File: src/rtl/dmem_arbiter_if.sv
// Requester and memory-side signals of the data memory arbiter.
// The arbiter takes the slave view; whatever drives the requesters and the memory takes master.
interface dmem_arbiter_if;
  logic        p_req;
  logic        p_wren;
  logic [11:0] p_addr;
  logic [31:0] p_wdata;
  logic        p_gnt;
  logic        p_stall;
  logic        p_rvalid;
  logic [31:0] p_rdata;

  logic        x_req;
  logic        x_wren;
  logic [11:0] x_addr;
  logic [31:0] x_wdata;
  logic        x_gnt;
  logic        x_rvalid;
  logic [31:0] x_rdata;

  logic [11:0] mem_address;
  logic [31:0] mem_data;
  logic        mem_wren;
  logic [31:0] mem_q;

  modport slave (
    input  p_req, p_wren, p_addr, p_wdata,
    input  x_req, x_wren, x_addr, x_wdata,
    input  mem_q,
    output p_gnt, p_stall, p_rvalid, p_rdata,
    output x_gnt, x_rvalid, x_rdata,
    output mem_address, mem_data, mem_wren
  );

  modport master (
    output p_req, p_wren, p_addr, p_wdata,
    output x_req, x_wren, x_addr, x_wdata,
    output mem_q,
    input  p_gnt, p_stall, p_rvalid, p_rdata,
    input  x_gnt, x_rvalid, x_rdata,
    input  mem_address, mem_data, mem_wren
  );
endinterface

File: src/rtl/dmem_arbiter.sv
// Shares the single-port data memory between the processor (fixed priority) and a
// secondary master, with a bounded wait for the secondary and read-data steering.
module dmem_arbiter #(
  parameter int MAX_WAIT = 4,
  parameter int WAIT_W   = 4
) (
  input  logic          clock,
  input  logic          reset,
  dmem_arbiter_if.slave bus
);

  localparam logic [WAIT_W-1:0] WAIT_LIMIT = WAIT_W'(MAX_WAIT);

  logic [WAIT_W-1:0] wait_cnt;
  logic [1:0]        rd_owner;
  logic              p_gnt;
  logic              x_gnt;
  logic              p_rvalid;
  logic              x_rvalid;

  always_comb begin
    p_gnt = 1'b0;
    x_gnt = 1'b0;
    if (!reset) begin
      if (bus.x_req && (!bus.p_req || wait_cnt == WAIT_LIMIT))
        x_gnt = 1'b1;
      else if (bus.p_req)
        p_gnt = 1'b1;
    end
  end

  always_comb begin
    bus.mem_address = '0;
    bus.mem_data    = '0;
    bus.mem_wren    = 1'b0;
    if (p_gnt) begin
      bus.mem_address = bus.p_addr;
      bus.mem_data    = bus.p_wdata;
      bus.mem_wren    = bus.p_wren;
    end else if (x_gnt) begin
      bus.mem_address = bus.x_addr;
      bus.mem_data    = bus.x_wdata;
      bus.mem_wren    = bus.x_wren;
    end
  end

  // wait_cnt never passes WAIT_LIMIT: at the limit X wins the next conflict and clears it.
  always_ff @(posedge clock) begin
    if (reset) begin
      wait_cnt <= '0;
      rd_owner <= 2'b00;
    end else begin
      rd_owner <= {x_gnt & ~bus.x_wren, p_gnt & ~bus.p_wren};
      if (!bus.x_req || x_gnt)
        wait_cnt <= '0;
      else if (wait_cnt != WAIT_LIMIT)
        wait_cnt <= wait_cnt + 1'b1;
    end
  end

  // Gating with reset drops a read granted the cycle before reset asserts.
  assign p_rvalid     = rd_owner[0] & ~reset;
  assign x_rvalid     = rd_owner[1] & ~reset;

  assign bus.p_gnt    = p_gnt;
  assign bus.x_gnt    = x_gnt;
  assign bus.p_stall  = bus.p_req & ~p_gnt;
  assign bus.p_rvalid = p_rvalid;
  assign bus.x_rvalid = x_rvalid;
  assign bus.p_rdata  = p_rvalid ? bus.mem_q : '0;
  assign bus.x_rdata  = x_rvalid ? bus.mem_q : '0;

endmodule

File: src/flat_wrapper.sv
// flat-port wrapper written by rule: the top's interface ports become plain ports
module dmem_arbiter_flat 
#(
  parameter int MAX_WAIT = 4,
  parameter int WAIT_W   = 4
)
  (clock, reset, bus_p_req, bus_p_wren, bus_p_addr, bus_p_wdata, bus_x_req, bus_x_wren, bus_x_addr, bus_x_wdata, bus_mem_q, bus_p_gnt, bus_p_stall, bus_p_rvalid, bus_p_rdata, bus_x_gnt, bus_x_rvalid, bus_x_rdata, bus_mem_address, bus_mem_data, bus_mem_wren);
  dmem_arbiter_if bus_i ();
  input  logic clock;
  input  logic reset;
  input wire logic [$bits(bus_i.p_req)-1:0] bus_p_req;
  input wire logic [$bits(bus_i.p_wren)-1:0] bus_p_wren;
  input wire logic [$bits(bus_i.p_addr)-1:0] bus_p_addr;
  input wire logic [$bits(bus_i.p_wdata)-1:0] bus_p_wdata;
  input wire logic [$bits(bus_i.x_req)-1:0] bus_x_req;
  input wire logic [$bits(bus_i.x_wren)-1:0] bus_x_wren;
  input wire logic [$bits(bus_i.x_addr)-1:0] bus_x_addr;
  input wire logic [$bits(bus_i.x_wdata)-1:0] bus_x_wdata;
  input wire logic [$bits(bus_i.mem_q)-1:0] bus_mem_q;
  output wire logic [$bits(bus_i.p_gnt)-1:0] bus_p_gnt;
  output wire logic [$bits(bus_i.p_stall)-1:0] bus_p_stall;
  output wire logic [$bits(bus_i.p_rvalid)-1:0] bus_p_rvalid;
  output wire logic [$bits(bus_i.p_rdata)-1:0] bus_p_rdata;
  output wire logic [$bits(bus_i.x_gnt)-1:0] bus_x_gnt;
  output wire logic [$bits(bus_i.x_rvalid)-1:0] bus_x_rvalid;
  output wire logic [$bits(bus_i.x_rdata)-1:0] bus_x_rdata;
  output wire logic [$bits(bus_i.mem_address)-1:0] bus_mem_address;
  output wire logic [$bits(bus_i.mem_data)-1:0] bus_mem_data;
  output wire logic [$bits(bus_i.mem_wren)-1:0] bus_mem_wren;
  assign bus_i.p_req = bus_p_req;
  assign bus_i.p_wren = bus_p_wren;
  assign bus_i.p_addr = bus_p_addr;
  assign bus_i.p_wdata = bus_p_wdata;
  assign bus_i.x_req = bus_x_req;
  assign bus_i.x_wren = bus_x_wren;
  assign bus_i.x_addr = bus_x_addr;
  assign bus_i.x_wdata = bus_x_wdata;
  assign bus_i.mem_q = bus_mem_q;
  assign bus_p_gnt = bus_i.p_gnt;
  assign bus_p_stall = bus_i.p_stall;
  assign bus_p_rvalid = bus_i.p_rvalid;
  assign bus_p_rdata = bus_i.p_rdata;
  assign bus_x_gnt = bus_i.x_gnt;
  assign bus_x_rvalid = bus_i.x_rvalid;
  assign bus_x_rdata = bus_i.x_rdata;
  assign bus_mem_address = bus_i.mem_address;
  assign bus_mem_data = bus_i.mem_data;
  assign bus_mem_wren = bus_i.mem_wren;
  dmem_arbiter #(.MAX_WAIT(MAX_WAIT), .WAIT_W(WAIT_W)) u_core (.clock(clock), .reset(reset), .bus(bus_i));
endmodule
File: config.mk
export PLATFORM = sky130hd
export DESIGN_NAME = dmem_arbiter_flat
export DESIGN_NICKNAME = d
export VERILOG_FILES = /design/src/rtl/dmem_arbiter_if.sv /design/src/rtl/dmem_arbiter.sv /design/src/flat_wrapper.sv
export SDC_FILE = /design/constraint.sdc
export NUM_CORES = 1
export LEC_CHECK = 0
export CAP_MARGIN = 25
export CELL_PAD_IN_SITES_DETAIL_PLACEMENT = 1
export CELL_PAD_IN_SITES_GLOBAL_PLACEMENT = 2
export CORE_ASPECT_RATIO = 0.8
export CORE_UTILIZATION = 10
export CTS_CLUSTER_DIAMETER = 200
export DETAILED_ROUTE_END_ITERATION = 8
export GPL_TIMING_DRIVEN = 0
export PLACE_DENSITY_LB_ADDON = 0.1
export SKIP_LAST_GASP = 1
export SLEW_MARGIN = 25
export SYNTH_ARGS = -nofsm -noshare
export SYNTH_HDL_FRONTEND = slang
export SYNTH_SLANG_ARGS = --single-unit
File: constraint.sdc
create_clock -name clock -period 2.8 [get_ports clock]
set_input_delay 0.56 -clock clock [delete_from_list [all_inputs] [get_ports clock]]
set_output_delay 0.56 -clock clock [all_outputs]
set_load 0.02 [all_outputs]
==> metrics <==
Slew Limit Fails=0; power density over the cells=194 nW/µm²; DRC=0; commonest non-fill, non-tap cell in the layout=clkdlybuf4s50_1; reg2reg start=u_core.wait_cnt[0]; Min Hold Slack=0.495 ns; DIE AREA=12,100 µm²; first-pass GRT wire length=12.3 mm; placed insts=539; Core Util, Final=0.352; share of the yosys chip area belonging to registers=0.103; commonest non-fill, non-tap cells in the layout=clkdlybuf4s50_1, and2_1, a22o_1; top post-synthesis cells by area=and2_1, a22o_1, dfxtp_1; RSZ-0062 raised after global routing=yes; die height=98.7 µm; post-route minimum period=2.77 ns; Reg2Reg Depth=6; worst skew pair latency=0.23 ns; CP Class=in2out; Synth Warn #=0; drt pass-1 iters=4; fraction of layout cells with a size suffix above 1=0.145; Worst VDD drop=0.131 mV; total congestion overflow=0; # Max-Cap Violations=0; clock slew at reported path FFs=0.03 ns; Cell Count, Final, Fillers Out=543; Sw Ratio=0.288; Sequential Power Share=0.117; chip width=123 µm; pin count of the biggest net entering global routing=11; Final #Nets=529; dpl hpwl=7.67 mm; clk_skew=0.000507 ns; Worst Tran Pin Value=0.404 ns; clock sink count=6; Psw=219 µW; Synth Instances=156; Vias=2,160; worst-path cell chain=clkdlybuf4s50_1, o211a_1, clkbuf_1, a22o_1, clkdlybuf4s15_1; Core ar.=11,100 µm²; Syn Nets=284; Worst Hold Class=reg2reg; CP Data Required Time=2.24 ns; synthesized area=1170 µm²; Comb pwr share=0.580; Worst Setup End Kind=primary output; Routed wire per std cell=16.0 µm; hold path cells=1; critical path endpoint=bus_mem_address[8]; P_int=541 µW; Setup-failing EPs final=0; highest achievable clock rate=0.361 GHz; GP Congestion=0.711; LEAKAGE=0.00195 µW; CTS root buffer=clkbuf_16; slowest CP cell=clkdlybuf4s50_1; antenna violations before repair=0; area delta synth->final=235%; startpoint types=primary input; Crit Path Max Fanout=10; CTS tree=yes; tightest slew margin relative to the limit=0.731; # rows=34; FF-to-FF End=u_core.rd_owner[0]; CTS Buffer Depth=2; Yosys cell types=20; vias per std cell=3.98; Overall Global Routing Usage=0.133; num ports=240; fill count=1,341; DP Worst Slack=-0.444 ns; syn_area_per_cell=7.50 µm²; Synth top area share=0.342; clock buffer count from CTS=3; Initial Util=0.105; Tcrit/Tclk final=0.991; initial drt markers=6; final hold vios=0; drt total wl=8.68 mm; outcome=finished clean; Worst Setup SP=bus_p_req; diodes inserted=0; Routed Antenna Nets=0; H-tree Lvls=1; number of global-route vias before repair=2,293; Clk pwr share=0.303; IO Port Bufs=239; crit path DAT=2.21 ns; critical path's largest stage delay=0.54 ns; reg2reg setup slack=1.32 ns; final setup margin=0.0265 ns; Yosys top cell by area=and2_1; setup_tns=0 ns; synthesized flop and latch total=6
[final cells by class]
| cell class | count | area, µm² | area share |
|---|---|---|---|
| timing repair buffer | 240 | 2450 | 0.626 |
| multi-input combinational | 129 | 952 | 0.243 |
| tap | 144 | 180 | 0.0460 |
| sequential | 6 | 120 | 0.0307 |
| buffer | 16 | 120 | 0.0307 |
| clock buffer | 3 | 75.1 | 0.0192 |
| inverter | 5 | 18.8 | 0.00479 |
[metrics by stage]
stage | power [µW] | instance area (µm²)
after floorplan | 239 | 1170
after global placement | 547 | 3740
after detailed placement | 548 | 3740
after CTS | 772 | 3870
after global routing | 797 | 3920
final | 760 | 3920
[registers in the layout, indices dropped and copies added, names as in the netlist]
| name | count |
|---|---|
| u_core.rd_owner | 2 |
| u_core.wait_cnt | 4 |
[power groups by stage]
| stage | Combinational, µW | Sequential, µW | Clock, µW |
|---|---|---|---|
| after floorplan | 150 | 89.6 | 0 |
| after CTS | 448 | 88.8 | 236 |
| final | 441 | 88.8 | 231 |
| after global routing | 469 | 89.0 | 239 |
| after global placement | 458 | 89.9 | 0 |
| after detailed placement | 459 | 89.9 | 0 |
[per-layer routing]
metal  GRT usage  part of all wire  up-vias
met5           0                 0        -
met4      0.0460             0.023        0
met3      0.0475              0.13       12
met2       0.272              0.53      151
met1       0.117              0.32      961
li1            -                 -     1036
[timing repair]
| action | CTS | global route |
|---|---|---|
| gates resized for setup | 153 | 21 |
| setup endpoints to repair | 112 | 86 |
| hold buffers | 0 | 0 |
| buffers inserted | 1 | 0 |
[worst min path at each step]
stage	from	end
2_1_floorplan	u_core.wait_cnt[0]	u_core.wait_cnt[0]
3_3_place_gp	u_core.wait_cnt[0]	u_core.wait_cnt[0]
3_5_place_dp	u_core.wait_cnt[0]	u_core.wait_cnt[0]
4_1_cts	u_core.wait_cnt[0]	u_core.wait_cnt[0]
5_1_grt	u_core.wait_cnt[0]	u_core.wait_cnt[0]
6_report	u_core.wait_cnt[0]	u_core.wait_cnt[0]
[logic make-up after synthesis]
group                    share of synthesized area
AO/OA/AOI/OAI                                0.350
adder cells (fa/ha/maj)                     0.0214
AND/OR/NAND/NOR                              0.409
XOR/XNOR                                   0.00749
buffers and inverters                        0.102
multiplexers                               0.00856
flip-flops                                   0.103
[critical path: cells and delay by family]
kind                   cells  cell delay [ns]
buffers and inverters      3             1.19
AOI/OAI and AO/OA          2             0.45
[synthesized netlist by cell type]
library cell  number
dfxtp_1            6
nand2_1            1
a21oi_1            1
nor2b_1            5
and2_1            64
buf_2              2
o211a_1            1
buf_6              3
inv_1              5
nand3_1            1
clkbuf_1           7
ha_1               2
mux2i_1            1
nand3b_1           1
nand2b_1           1
nor3_1             4
nor2_1             1
xnor2_1            1
buf_4              4
a22o_1            45
Power figures use the tool's default switching activity.
